`src/rtl/mips_pkg.sv`:
```
// Shared definitions for the multi-cycle MIPS control unit.
// Build option: MC_CONTROLLER_MDU_EN enables mult/div/mfhi/mflo and the MDU wait state.
package mips_pkg;

   localparam logic [5:0] OP_RTYPE = 6'h00;
   localparam logic [5:0] OP_ORI   = 6'h0D;
   localparam logic [5:0] OP_LW    = 6'h23;
   localparam logic [5:0] OP_SW    = 6'h2B;
   localparam logic [5:0] OP_BEQ   = 6'h04;
   localparam logic [5:0] OP_LUI   = 6'h0F;
   localparam logic [5:0] OP_JAL   = 6'h03;

   localparam logic [5:0] FN_ADD  = 6'h20;
   localparam logic [5:0] FN_SUB  = 6'h22;
   localparam logic [5:0] FN_JR   = 6'h08;
   localparam logic [5:0] FN_MULT = 6'h18;
   localparam logic [5:0] FN_DIV  = 6'h1A;
   localparam logic [5:0] FN_MFHI = 6'h10;
   localparam logic [5:0] FN_MFLO = 6'h12;

   typedef enum logic [2:0] {
      FETCH    = 3'd0,
      DECODE   = 3'd1,
      EXEC     = 3'd2,
      MEM      = 3'd3,
      WB       = 3'd4,
      MDU_WAIT = 3'd5
   } state_t;

   localparam int unsigned ALU_ADD = 0;
   localparam int unsigned ALU_SUB = 1;
   localparam int unsigned ALU_OR  = 2;
   localparam int unsigned ALU_LUI = 3;

   localparam logic [1:0] HILO_NONE = 2'd0;
   localparam logic [1:0] HILO_HI   = 2'd1;
   localparam logic [1:0] HILO_LO   = 2'd2;

   // One bit per instruction class; at most one bit is set for a legal instruction.
   typedef struct packed {
      logic is_add;
      logic is_sub;
      logic is_ori;
      logic is_lw;
      logic is_sw;
      logic is_beq;
      logic is_lui;
      logic is_jal;
      logic is_jr;
      logic is_mult;
      logic is_div;
      logic is_mfhi;
      logic is_mflo;
   } instr_class_t;

endpackage

```
`src/rtl/mc_controller_if.sv`:
```
// Control bus between the instruction register / datapath and mc_controller.
// Build option: MC_CONTROLLER_MDU_EN (only affects what the controller drives).
interface mc_controller_if #(parameter int ALU_CTR_W = 4);

   logic [5:0]           Op;
   logic [5:0]           Funct;
   logic                 Zero;
   logic                 Mem_Ready;

   logic                 PC_Write;
   logic                 IR_Write;
   logic                 Reg_Write;
   logic                 Mem_Write;
   logic                 ALU_Sel;
   logic                 Mem_To_Reg;
   logic                 Reg_Dst;
   logic                 Ext_Op;
   logic                 Jal_Sel;
   logic                 Jr_Sel;
   logic                 Branch;
   logic [ALU_CTR_W-1:0] ALU_Ctr;
   logic                 MDU_Start;
   logic [1:0]           HiLo_Sel;
   logic                 Busy;
   logic                 Illegal;
   logic [2:0]           State;

   modport master (
      input  Op, Funct, Zero, Mem_Ready,
      output PC_Write, IR_Write, Reg_Write, Mem_Write, ALU_Sel, Mem_To_Reg, Reg_Dst,
             Ext_Op, Jal_Sel, Jr_Sel, Branch, ALU_Ctr, MDU_Start, HiLo_Sel, Busy,
             Illegal, State
   );

   modport slave (
      output Op, Funct, Zero, Mem_Ready,
      input  PC_Write, IR_Write, Reg_Write, Mem_Write, ALU_Sel, Mem_To_Reg, Reg_Dst,
             Ext_Op, Jal_Sel, Jr_Sel, Branch, ALU_Ctr, MDU_Start, HiLo_Sel, Busy,
             Illegal, State
   );

endinterface

```
`src/rtl/mc_decode.sv`:
```
// Combinational Op/Funct to instruction-class decoder for mc_controller.
// Build option: MC_CONTROLLER_MDU_EN makes mult/div/mfhi/mflo decodable.
module mc_decode
   import mips_pkg::*;
(
   input  logic [5:0]   op,
   input  logic [5:0]   funct,
   output instr_class_t cls,
   output logic         illegal
);

   // Map the opcode (and funct for R-type) to exactly one class; anything unmatched is illegal.
   always_comb begin
      cls = '0;
      case (op)
         OP_RTYPE: begin
            case (funct)
               FN_ADD:  cls.is_add  = 1'b1;
               FN_SUB:  cls.is_sub  = 1'b1;
               FN_JR:   cls.is_jr   = 1'b1;
`ifdef MC_CONTROLLER_MDU_EN
               FN_MULT: cls.is_mult = 1'b1;
               FN_DIV:  cls.is_div  = 1'b1;
               FN_MFHI: cls.is_mfhi = 1'b1;
               FN_MFLO: cls.is_mflo = 1'b1;
`endif
               default: ;
            endcase
         end
         OP_ORI:  cls.is_ori = 1'b1;
         OP_LW:   cls.is_lw  = 1'b1;
         OP_SW:   cls.is_sw  = 1'b1;
         OP_BEQ:  cls.is_beq = 1'b1;
         OP_LUI:  cls.is_lui = 1'b1;
         OP_JAL:  cls.is_jal = 1'b1;
         default: ;
      endcase
      illegal = (cls == '0);
   end

endmodule

```
`src/rtl/mc_controller.sv`:
```
// Multi-cycle MIPS control unit: FETCH/DECODE/EXEC/MEM/WB sequencer with a
// data-memory ready handshake and an optional multiply/divide wait state.
// Build option: MC_CONTROLLER_MDU_EN enables mult/div/mfhi/mflo, MDU_WAIT and its counter.
module mc_controller
   import mips_pkg::*;
#(
   parameter int ALU_CTR_W = 4,
   parameter int MUL_LAT   = 5,
   parameter int DIV_LAT   = 10
) (
   input  logic            clk,
   input  logic            rst_n,
   mc_controller_if.master bus
);

   if (MUL_LAT < 1 || DIV_LAT < 1) begin : g_lat_check
      $error("mc_controller: MUL_LAT and DIV_LAT must be at least 1");
   end

   instr_class_t cls;
   logic         illegal;
   state_t       state_q;

   mc_decode u_decode (
      .op      (bus.Op),
      .funct   (bus.Funct),
      .cls     (cls),
      .illegal (illegal)
   );

`ifdef MC_CONTROLLER_MDU_EN
   localparam int MAX_LAT = (MUL_LAT > DIV_LAT) ? MUL_LAT : DIV_LAT;
   localparam int CNT_W   = (MAX_LAT > 1) ? $clog2(MAX_LAT) : 1;
   logic [CNT_W-1:0] cnt_q;
`endif

   // Sequence the instruction through the states; the MDU counter rides along with the state.
   always_ff @(posedge clk) begin
      if (!rst_n) begin
         state_q <= FETCH;
`ifdef MC_CONTROLLER_MDU_EN
         cnt_q   <= '0;
`endif
      end else begin
         case (state_q)
            FETCH:  state_q <= DECODE;
            DECODE: state_q <= (illegal || cls.is_jal || cls.is_jr) ? FETCH : EXEC;
            EXEC: begin
               if (cls.is_beq)
                  state_q <= FETCH;
               else if (cls.is_lw || cls.is_sw)
                  state_q <= MEM;
`ifdef MC_CONTROLLER_MDU_EN
               else if (cls.is_mult) begin
                  state_q <= MDU_WAIT;
                  cnt_q   <= CNT_W'(MUL_LAT - 1);
               end else if (cls.is_div) begin
                  state_q <= MDU_WAIT;
                  cnt_q   <= CNT_W'(DIV_LAT - 1);
               end
`else
               else if (cls.is_mult || cls.is_div)
                  state_q <= FETCH;
`endif
               else
                  state_q <= WB;
            end
            MEM: begin
               if (bus.Mem_Ready)
                  state_q <= cls.is_sw ? FETCH : WB;
            end
            WB: state_q <= FETCH;
`ifdef MC_CONTROLLER_MDU_EN
            MDU_WAIT: begin
               if (cnt_q == '0)
                  state_q <= FETCH;
               else
                  cnt_q <= cnt_q - 1'b1;
            end
`endif
            default: state_q <= FETCH;
         endcase
      end
   end

   // Drive the per-cycle enables and selects from the current state and the decoded instruction.
   always_comb begin
      bus.PC_Write   = 1'b0;
      bus.IR_Write   = 1'b0;
      bus.Reg_Write  = 1'b0;
      bus.Mem_Write  = 1'b0;
      bus.ALU_Sel    = 1'b0;
      bus.Mem_To_Reg = 1'b0;
      bus.Reg_Dst    = 1'b0;
      bus.Ext_Op     = 1'b0;
      bus.Jal_Sel    = 1'b0;
      bus.Jr_Sel     = 1'b0;
      bus.Branch     = 1'b0;
      bus.ALU_Ctr    = ALU_CTR_W'(ALU_ADD);
      bus.MDU_Start  = 1'b0;
      bus.HiLo_Sel   = HILO_NONE;
      bus.Busy       = 1'b0;
      bus.Illegal    = 1'b0;
      bus.State      = rst_n ? state_q : FETCH;
      if (rst_n) begin
         case (state_q)
            FETCH: begin
               bus.IR_Write = 1'b1;
               bus.PC_Write = 1'b1;
            end
            DECODE: begin
               if (illegal) begin
                  bus.Illegal = 1'b1;
               end else if (cls.is_jal) begin
                  bus.Reg_Write = 1'b1;
                  bus.Jal_Sel   = 1'b1;
                  bus.PC_Write  = 1'b1;
               end else if (cls.is_jr) begin
                  bus.Jr_Sel   = 1'b1;
                  bus.PC_Write = 1'b1;
               end
            end
            EXEC: begin
               bus.ALU_Sel = cls.is_ori || cls.is_lui || cls.is_lw || cls.is_sw;
               bus.Ext_Op  = cls.is_lw || cls.is_sw || cls.is_beq;
               if (cls.is_sub || cls.is_beq)
                  bus.ALU_Ctr = ALU_CTR_W'(ALU_SUB);
               else if (cls.is_ori)
                  bus.ALU_Ctr = ALU_CTR_W'(ALU_OR);
               else if (cls.is_lui)
                  bus.ALU_Ctr = ALU_CTR_W'(ALU_LUI);
               if (cls.is_beq) begin
                  bus.Branch   = 1'b1;
                  bus.PC_Write = bus.Zero;
               end
`ifdef MC_CONTROLLER_MDU_EN
               bus.MDU_Start = cls.is_mult || cls.is_div;
`endif
            end
            MEM: begin
               bus.Mem_Write = cls.is_sw;
               bus.Busy      = !bus.Mem_Ready;
            end
            WB: begin
               bus.Reg_Write  = 1'b1;
               bus.Mem_To_Reg = cls.is_lw;
               bus.Reg_Dst    = cls.is_add || cls.is_sub || cls.is_mfhi || cls.is_mflo;
`ifdef MC_CONTROLLER_MDU_EN
               if (cls.is_mfhi)
                  bus.HiLo_Sel = HILO_HI;
               else if (cls.is_mflo)
                  bus.HiLo_Sel = HILO_LO;
`endif
            end
`ifdef MC_CONTROLLER_MDU_EN
            MDU_WAIT: bus.Busy = 1'b1;
`endif
            default: ;
         endcase
      end
   end

endmodule
```
`src/flat_wrapper.sv`:
```
// flat-port wrapper written by rule: the top's interface ports become plain ports
module mc_controller_flat import mips_pkg::*;
#(
   parameter int ALU_CTR_W = 4,
   parameter int MUL_LAT   = 5,
   parameter int DIV_LAT   = 10
)
  (clk, rst_n, bus_Op, bus_Funct, bus_Zero, bus_Mem_Ready, bus_PC_Write, bus_IR_Write, bus_Reg_Write, bus_Mem_Write, bus_ALU_Sel, bus_Mem_To_Reg, bus_Reg_Dst, bus_Ext_Op, bus_Jal_Sel, bus_Jr_Sel, bus_Branch, bus_ALU_Ctr, bus_MDU_Start, bus_HiLo_Sel, bus_Busy, bus_Illegal, bus_State);
  mc_controller_if #(.ALU_CTR_W(ALU_CTR_W)) bus_i ();
  input  logic clk;
  input  logic rst_n;
  input wire logic [$bits(bus_i.Op)-1:0] bus_Op;
  input wire logic [$bits(bus_i.Funct)-1:0] bus_Funct;
  input wire logic [$bits(bus_i.Zero)-1:0] bus_Zero;
  input wire logic [$bits(bus_i.Mem_Ready)-1:0] bus_Mem_Ready;
  output wire logic [$bits(bus_i.PC_Write)-1:0] bus_PC_Write;
  output wire logic [$bits(bus_i.IR_Write)-1:0] bus_IR_Write;
  output wire logic [$bits(bus_i.Reg_Write)-1:0] bus_Reg_Write;
  output wire logic [$bits(bus_i.Mem_Write)-1:0] bus_Mem_Write;
  output wire logic [$bits(bus_i.ALU_Sel)-1:0] bus_ALU_Sel;
  output wire logic [$bits(bus_i.Mem_To_Reg)-1:0] bus_Mem_To_Reg;
  output wire logic [$bits(bus_i.Reg_Dst)-1:0] bus_Reg_Dst;
  output wire logic [$bits(bus_i.Ext_Op)-1:0] bus_Ext_Op;
  output wire logic [$bits(bus_i.Jal_Sel)-1:0] bus_Jal_Sel;
  output wire logic [$bits(bus_i.Jr_Sel)-1:0] bus_Jr_Sel;
  output wire logic [$bits(bus_i.Branch)-1:0] bus_Branch;
  output wire logic [$bits(bus_i.ALU_Ctr)-1:0] bus_ALU_Ctr;
  output wire logic [$bits(bus_i.MDU_Start)-1:0] bus_MDU_Start;
  output wire logic [$bits(bus_i.HiLo_Sel)-1:0] bus_HiLo_Sel;
  output wire logic [$bits(bus_i.Busy)-1:0] bus_Busy;
  output wire logic [$bits(bus_i.Illegal)-1:0] bus_Illegal;
  output wire logic [$bits(bus_i.State)-1:0] bus_State;
  assign bus_i.Op = bus_Op;
  assign bus_i.Funct = bus_Funct;
  assign bus_i.Zero = bus_Zero;
  assign bus_i.Mem_Ready = bus_Mem_Ready;
  assign bus_PC_Write = bus_i.PC_Write;
  assign bus_IR_Write = bus_i.IR_Write;
  assign bus_Reg_Write = bus_i.Reg_Write;
  assign bus_Mem_Write = bus_i.Mem_Write;
  assign bus_ALU_Sel = bus_i.ALU_Sel;
  assign bus_Mem_To_Reg = bus_i.Mem_To_Reg;
  assign bus_Reg_Dst = bus_i.Reg_Dst;
  assign bus_Ext_Op = bus_i.Ext_Op;
  assign bus_Jal_Sel = bus_i.Jal_Sel;
  assign bus_Jr_Sel = bus_i.Jr_Sel;
  assign bus_Branch = bus_i.Branch;
  assign bus_ALU_Ctr = bus_i.ALU_Ctr;
  assign bus_MDU_Start = bus_i.MDU_Start;
  assign bus_HiLo_Sel = bus_i.HiLo_Sel;
  assign bus_Busy = bus_i.Busy;
  assign bus_Illegal = bus_i.Illegal;
  assign bus_State = bus_i.State;
  mc_controller #(.ALU_CTR_W(ALU_CTR_W), .MUL_LAT(MUL_LAT), .DIV_LAT(DIV_LAT)) u_core (.clk(clk), .rst_n(rst_n), .bus(bus_i));
endmodule
```
`config.mk`:
```
export PLATFORM = sky130hd
export DESIGN_NAME = mc_controller_flat
export DESIGN_NICKNAME = d
export VERILOG_FILES = /design/src/rtl/mips_pkg.sv /design/src/rtl/mc_controller_if.sv /design/src/rtl/mc_decode.sv /design/src/rtl/mc_controller.sv /design/src/flat_wrapper.sv
export SDC_FILE = /design/constraint.sdc
export NUM_CORES = 1
export LEC_CHECK = 0
export BUFFER_PORTS_ARGS = -buffer_cell sky130_fd_sc_hd__buf_2
export CAP_MARGIN = 40
export CORE_UTILIZATION = 33
export CTS_BUF_LIST = sky130_fd_sc_hd__clkbuf_8 sky130_fd_sc_hd__clkbuf_16
export CTS_CLUSTER_SIZE = 14
export DETAILED_ROUTE_END_ITERATION = 8
export GPL_TIMING_DRIVEN = 0
export HOLD_SLACK_MARGIN = 0.05
export PLACE_DENSITY = 0.73
export SYNTH_ARGS = -nofsm -noshare
export SYNTH_HDL_FRONTEND = slang
export SYNTH_SLANG_ARGS = --single-unit
```
`constraint.sdc`:
```
create_clock -name clk -period 1.7 [get_ports clk]
set_input_delay 0.17 -clock clk [delete_from_list [all_inputs] [get_ports clk]]
set_output_delay 0.17 -clock clk [all_outputs]
set_load 0.01 [all_outputs]
```
[Word level (Yosys, flattened, before mapping)]
Cells that the tools add are included.
Operators by class
  equality and inequality tests: 14
  muxes and demuxes: 59
  reductions and logical operators: 13
Operator list (count)
  2-to-1 mux 1 bit: 44
  equality test 6 bit, second input constant: 4
  equality test 6 x 4 -> 1 bit, second input constant: 3
  2-to-1 mux 4 bit: 4
  2-to-1 mux 3 bit: 5
  one-hot mux 3 bit (4 select lines): 1
  zero test 9 bit: 1
  logical OR 1 bit: 9
  equality test 3 x 2 -> 1 bit, second input constant: 2
  equality test 6 x 2 -> 1 bit, second input constant: 1
  equality test 6 x 3 -> 1 bit, second input constant: 1
  zero test 6 bit: 1
  2-to-1 mux 2 bit: 3
  equality test 3 x 1 -> 1 bit, second input constant: 1
  equality test 3 bit, second input constant: 1
  zero test 3 bit: 1
  one-hot mux 1 bit (3 select lines): 1
  != test 2 bit, second input constant: 1
  one-hot mux 1 bit (2 select lines): 1
  zero test 1 bit: 1
Storage, ports and cells
  flip-flop bits (word level): 3
  input bits: 16
  output and inout port bits: 23
  word-level logic and storage cells: 87

[Depth between registers and ports, before layout]
Gate-level depths: netlist of run 1.
  word-level depth: 8
  mapped depth: 5
  mapped depth without buffers: 4

[By module]
A second synthesis of run 1 with hierarchy kept.
Second synthesis, totals
  cells, all modules: 97
  area, all modules: 640.6 µm²
By module, submodules not included
  mc_controller: times used 1, cells each 62, area each 427.9 µm², sequential area each 60.1 µm²
  mc_decode: times used 1, cells each 35, area each 212.7 µm², sequential area each 0.0 µm²

[Worst setup path after synthesis of run 1]
Ideal clock, no wire load.
  path type: input to output
  from: input port bus_Op[1]
  to: output port bus_PC_Write
  arrival: 1701 ps
  data required time: 1530 ps
  slack: -171 ps
  stages on the path: 4
  path buffers: 0
  cells stage by stage: or4_1 > or4_4 > a21o_1 > o31ai_1
On the way
  cells in the longest elaborated chain, start to end: 7
  elaborated cells on any way between the ends: 22
  classes of those cells: eq/ne (6); mux (14); reduce/logical (2)
RTL lines
  start, declared: RTL line flat_wrapper.sv:12  | input wire logic [$bits(bus_i.Op)-1:0] bus_Op;
  parallel branches: the longest is 5 deep, another holds zero test 9 bit
  one-hot mux 1 bit (3 select lines) *: RTL line mc_controller.sv:106  | case (state_q)
  2-to-1 mux 1 bit *: RTL line mc_controller.sv:105  | if (rst_n) begin
  end, declared: RTL line flat_wrapper.sv:16  | output wire logic [$bits(bus_i.PC_Write)-1:0] bus_PC_Write;
Every way passes the cells marked *.

[Worst setup path after layout of run 1]
  from: input port bus_Funct[4]
  to: output port bus_PC_Write
On the way
  cells in the longest elaborated chain, start to end: 8
  elaborated cells on any way between the ends: 14
  classes of those cells: eq/ne (3); mux (10); reduce/logical (1)
RTL lines
  start, declared: RTL line flat_wrapper.sv:13  | input wire logic [$bits(bus_i.Funct)-1:0] bus_Funct;
  equality test 6 x 4 -> 1 bit: RTL line mc_decode.sv:17  | case (funct)
  2-to-1 mux 1 bit: RTL line mc_decode.sv:17
  2-to-1 mux 1 bit: RTL line mc_decode.sv:15  | case (op)
  2-to-1 mux 1 bit: RTL line mc_controller.sv:118  | end else if (cls.is_jr) begin
  2-to-1 mux 1 bit: RTL line mc_controller.sv:114  | end else if (cls.is_jal) begin
  2-to-1 mux 1 bit *: RTL line mc_controller.sv:112  | if (illegal) begin
  one-hot mux 1 bit (3 select lines) *: RTL line mc_controller.sv:106
  2-to-1 mux 1 bit *: RTL line mc_controller.sv:105
Every way passes the cells marked *; elsewhere a longest branch is shown, timed or not.

==> results of run 1 <==
logic make-up after synthesis:
group,count (synthesis)
flops,3
buf+inv,12
simple gates,41
mux,2
other cells,1
compound gates,12
area by class of cell:
class,count,share of cell area
buffer,6,0.05304
clock buffer,3,0.05148
clock inverter,1,0.004680
inverter,4,0.01872
multi-input combinational,60,0.5101
sequential,3,0.07644
tap,15,0.02340
timing repair buffer,36,0.2621
cells in the mapped netlist (2+ instances only):
master / number
nor2_1: 9
buf_4: 5
nand2_1: 5
nor3_1: 5
inv_1: 4
nand2b_1: 4
nor3b_1: 4
a21oi_1: 3
clkbuf_1: 3
dfxtp_1: 3
or4_1: 3
a21o_1: 2
and2_1: 2
mux2i_1: 2
nand3_1: 2
nand3b_1: 2
power groups by stage:
| stage | clock network [mW] | logic, mW | registers (mW) |
|---|---|---|---|
| after detailed placement | 0 | 0.0953 | 0.0762 |
| after global routing | 0.214 | 0.117 | 0.0774 |
| after global placement | 0 | 0.0930 | 0.0763 |
| final | 0.198 | 0.107 | 0.0766 |
| after CTS | 0.203 | 0.101 | 0.0762 |
| after floorplan | 0 | 0.0580 | 0.0759 |
final timing paths:
check / slack, ps / cells after the start / endpoint / start
worst max register to register: 460 / 4 / u_core.state_q[1] / u_core.state_q[2]
worst min register to register: 580 / 2 / u_core.state_q[0] / u_core.state_q[1]
worst max-delay path: -220 / 6 / bus_PC_Write / bus_Funct[4]
worst min-delay path: 300 / 3 / u_core.state_q[2] / bus_Mem_Ready
through the flow:
step | utilization | power, mW | cells | setup TNS (ps)
floorplan | - | 0.1339 | 75 | -154.6
global placement | 0.5308 | 0.1693 | 123 | -1415
detailed placement | 0.5308 | 0.1715 | 123 | -1447
CTS | 0.5933 | 0.3809 | 127 | -714.4
global route | 0.6163 | 0.4091 | 128 | -772.4
finish | 0.6163 | 0.3816 | 128 | -605.0
tightest hold or removal path, stage by stage:
cell and delay, ps:
buf_2 120, o211ai_1 80, a21boi_0 80
per-layer routing:
| metal | GRT usage | up-vias |
|---|---|---|
| li1 | - | 328 |
| met1 | 0.2331 | 305 |
| met3 | 0.01705 | 0 |
| met2 | 0.3115 | 29 |
| met4 | 0.05172 | 0 |
| met5 | 0 | - |
repair_timing:
action | in CTS | in global routing
setup endpoints to repair | 13 | 10
resized for setup | 6 | 7
gates cloned | 0 | 0
pin swaps | 9 | 5
buffers inserted | 2 | 1
==> metrics, run 1 <==
Storage cell area=61.31 um^2; Max Freq=520.1 MHz; Routed WL=1.380 mm; commonest non-fill, non-tap cell in the layout=buf_2; clk_lat worst skew=210 ps; via-per-instance ratio=5.172; clock tree buffer depth=2; Reg clk slew, reported paths=30 ps; logic gate share of total power=0.279; Switching Share=0.2609; Yosys top cell area share=0.1294; CTS Buf Count=3; CTS Root Cell=clkbuf_8; Hold Path Class=in -> reg; Post-synth EDFFs=0; unrepaired setup endpoints after global routing=yes; Layout area overhead=72.78%; Multi-input gate area=409.1 um^2; Post-Route Skew=0.3242 ps; Critical Path Source Type=primary input; worst-margin pin slew=526.9 ps; core area=1301 um^2; # nets final=130; Most flops, register=u_core.state_q; DP Wirelength=1.051 mm; Post-Place Worst Slack=-334.3 ps; max_cap viols=0; layout cells sized above 1=0.5133; biggest regs=u_core.state_q x3; gp weighted congestion=0.8086; Peak VDD IR=335.1 uV; met3 WL=87 um; Synth Instances=71; most frequent CP cell=or4_4; Synth async-reset ratio=0; endpoint type of the worst setup path=primary output; area leader, netlist=dfxtp_1; Post-Syn Area=464.2 um^2; class of the most critical setup path=in -> out; worst hold slack=297.0 ps; internal power=0.2821 mW; highest metal used=met3; DRC viols=0; CTS tree=built; Worst path max stage delay=520 ps; clk sink count=3; Tcrit/Tclk final=1.131; Synth warnings=0; DRT Pass-1 Iters=4; initial antenna violation count=0; min Tclk post-route=1923 ps; critical path data required time=1530 ps; htree depth=1; final hold violation count=0; Via Count=662; Synth Area in Simple Gates=0.5013; global-route wire length before repair=1.966 mm; total routed wire length on the met1 layer=623 um; most common flop cell mapped by yosys=dfxtp_1; WL met2=669 um; DR WL/cell=10.78 um; most frequent cells in the layout=buf_2 (30), nor2_1 (8), buf_4 (7); GRT Total Usage=0.1808; DRT iter0 DRCs=13; Synth Area in XOR/XNOR=0; Port Buffers=33; Adder-Cell Fraction of Synth Area=0; n_diodes=0; Ports=39; # setup viols final=4; Clock Power Share=0.520; failing checks=negative setup slack; Buf/Inv on CP=2; Pwr per Cell Area=475.8 nW/um^2; synth unique cells=29; grt total ovfl=0; max FFs per register=3; Critical Path AT=1750 ps; Fillers=119; vias in the first global route=484; Flop pwr share=0.201; cts hold-fix bufs=0; FF+latch count, synth=3; worst rel slew slack=0.6480; main combinational cell family by area after synthesis=simple AND/OR/NAND/NOR gates; Final Cell Area=802.0 um^2; Initial Util=0.3567; Switch Pwr=0.09958 mW; cell family with most CP delay=simple AND/OR/NAND/NOR gates; area post-placement=690.7 um^2; number of routed nets with antenna violations=0; Die Ht=39.51 um; die width=39.51 um; sequential share of the synthesized area=0.1294; compound-cell area share of the yosys netlist=0.1806; Synth area leaders=dfxtp_1 (13%), buf_4 (8.1%), nor2_1 (7.3%), nor3b_1 (6.5%), nand2b_1 (5.4%); Setup WS post-layout=-222.7 ps; largest net degree at the start of global routing=11; slowest CP cell=or4_4; die area=1561 um^2; status=complete, but fails checks; Max FO, Critical Path=3; worst-path cell chain=buf_6 -> or4_4 -> or4_4 -> a21o_1 -> o31ai_4 -> buf_2; Max Transition Viols Final=0; mean cell area of the mapped netlist=6.538 um^2; Row Count=13; Pleak=0.4143 nW; multiplexer share of the synthesized area=0.04313
Note: power is estimated with default switching activity, not from simulation.
==> run 2: changes to the inputs <==
==> constraint.sdc (replaced) <==
create_clock -name clk -period 1.7 [get_ports clk]
set_input_delay 0.17 -clock clk [delete_from_list [all_inputs] [get_ports clk]]
set_output_delay 0.17 -clock clk [all_outputs]
set_load 0.02 [all_outputs]
==> metrics, run 2 (synthesized netlist as in run 1, its figures left out) <==
core area=1301 um^2 (unchanged); Max Transition Viols Final=0 (unchanged); via-per-instance ratio=4.960 (was 5.172); DRC viols=0 (unchanged); vias in the first global route=546 (was 484); htree depth=1 (unchanged); die width=39.51 um (unchanged); Hold Path Class=in -> reg (unchanged); layout cells sized above 1=0.5135 (was 0.5133); n_diodes=0 (unchanged); Storage cell area=61.31 um^2 (unchanged); CTS tree=built (unchanged); initial antenna violation count=0 (unchanged); Most flops, register=u_core.state_q (unchanged); Peak VDD IR=473.2 uV (was 335.1 uV); gp weighted congestion=0.7962 (was 0.8086); Die Ht=39.51 um (unchanged); CTS Buf Count=3 (unchanged); biggest regs=u_core.state_q x3 (unchanged); # nets final=128 (was 130); Row Count=13 (unchanged); dpl cells=123 (unchanged); Post-Place Worst Slack=-364.9 ps (was -334.3 ps); Reg clk slew, reported paths=30 ps (about the same); DRT Pass-1 Iters=4 (unchanged); Pleak=0.3991 nW (was 0.4143 nW); clk_lat worst skew=220 ps (was 210 ps); CTS Root Cell=clkbuf_8 (unchanged); commonest non-fill, non-tap cell in the layout=buf_2 (unchanged); Clock Power Share=0.515 (was 0.520); max FFs per register=3 (unchanged); Max Freq=508.1 MHz (was 520.1 MHz); Routed WL=1.425 mm (was 1.380 mm); Multi-input gate area=426.7 um^2 (was 409.1 um^2); Pwr per Cell Area=486.4 nW/um^2 (was 475.8 nW/um^2); global-route wire length before repair=2.214 mm (was 1.966 mm); final hold violation count=0 (unchanged); die area=1561 um^2 (unchanged); # setup viols final=4 (unchanged); Switch Pwr=0.1152 mW (was 0.09958 mW); Layout area overhead=74.93% (was 72.78%); internal power=0.2797 mW (was 0.2821 mW); Switching Share=0.2917 (was 0.2609); Fillers=136 (was 119); Critical Path Source Type=primary input (unchanged); unrepaired setup endpoints after global routing=yes (unchanged); cts hold-fix bufs=0 (unchanged); number of routed nets with antenna violations=0 (unchanged); largest net degree at the start of global routing=11 (unchanged); DP Wirelength=1.053 mm (was 1.051 mm); Initial Util=0.3567 (unchanged); DR WL/cell=11.31 um (was 10.78 um); Port Buffers=33 (unchanged); Critical Path AT=1800 ps (was 1750 ps); logic gate share of total power=0.290 (was 0.279); most frequent cells in the layout=buf_2 (28), nor2_1 (7), buf_4 (6) (was buf_2 (30), nor2_1 (8), buf_4 (7)); Post-Route Skew=2.335 ps (was 0.3242 ps); Final Cell Area=812.0 um^2 (was 802.0 um^2); min Tclk post-route=1968 ps (was 1923 ps); Max FO, Critical Path=3 (unchanged); grt total ovfl=0 (unchanged); failing checks=negative setup slack (unchanged); Ports=39 (unchanged); Buf/Inv on CP=2 (unchanged); max_cap viols=0 (unchanged); DRT iter0 DRCs=13 (unchanged); slowest CP cell=or4_4 (unchanged); Via Count=625 (was 662); critical path data required time=1530 ps (about the same); Final Non-Filler Cells=126 (was 128); Flop pwr share=0.195 (was 0.201); endpoint type of the worst setup path=primary output (unchanged); worst-path cell chain=buf_6 -> or4_4 -> or4_4 -> a21o_1 -> o31ai_4 -> buf_6 (was buf_6 -> or4_4 -> or4_4 -> a21o_1 -> o31ai_4 -> buf_2); class of the most critical setup path=in -> out (unchanged); GRT Total Usage=0.2040 (was 0.1808); clk sink count=3 (unchanged); status=complete, but fails checks (unchanged); clock tree buffer depth=2 (unchanged); cell family with most CP delay=simple AND/OR/NAND/NOR gates (unchanged); Setup WS post-layout=-268.0 ps (was -222.7 ps); Tcrit/Tclk final=1.158 (was 1.131); Tot Pwr=0.3949 mW (was 0.3816 mW); Worst path max stage delay=520 ps (about the same); area post-placement=713.2 um^2 (was 690.7 um^2)
==> run 2: routing by layer <==
metal | GRT usage | part of all wire | up-vias
met5 | 0 | 0 | -
met4 | 0.05172 | 0 | 0
met3 | 0.03409 | 0.063 | 0
met2 | 0.3607 | 0.50 | 27
met1 | 0.2492 | 0.44 | 275
li1 | - | - | 323
==> run 2: worst min-delay path, delay by kind of cell <==
family	cells	cell delay, ps
and+or+nand+nor	1	110
AOI/OAI and AO/OA	1	60
buffers and inverters	1	120
==> run 2: power groups by stage <==
stage / logic [mW] / registers [mW] / clock network, mW
finish: 0.114 / 0.0771 / 0.203
global route: 0.126 / 0.0775 / 0.211
CTS: 0.111 / 0.0769 / 0.204
detailed placement: 0.107 / 0.0770 / 0
global placement: 0.105 / 0.0768 / 0
floorplan: 0.0701 / 0.0759 / 0
==> run 2: final timing paths <==
kind	depth (start not counted)	startpoint	end	slack, ps
min reg2reg	2	u_core.state_q[1]	u_core.state_q[0]	590
min	3	bus_Mem_Ready	u_core.state_q[0]	300
max reg2reg	3	u_core.state_q[0]	u_core.state_q[2]	530
max	6	bus_Funct[4]	bus_PC_Write	-270
==> run 2: per-stage QoR <==
stage / hold WS, ps / util / setup TNS (ps)
global route: 300.4 / 0.6240 / -1072
CTS: 298.5 / 0.6125 / -984.9
detailed placement: 514.6 / 0.5481 / -1749
finish: 296.7 / 0.6240 / -861.6
global placement: 489.4 / 0.5481 / -1765
floorplan: 352.0 / - / -302.3
==> run 2: layout make-up <==
type                            instances  share of cell area
Multi-Input combinational cell         60              0.5254
Sequential cell                         3             0.07550
Buffer                                  6             0.05085
Timing Repair Buffer                   34              0.2512
Clock inverter                          1            0.004622
Inverter                                4             0.01849
Clock buffer                            3             0.05085
Tap cell                               15             0.02311
==> run 2: repair_timing <==
item | CTS | global route
pin swaps | 8 | 3
resized for setup | 11 | 4
buffers inserted | 1 | 0
endpoints found under the setup margin | 14 | 11
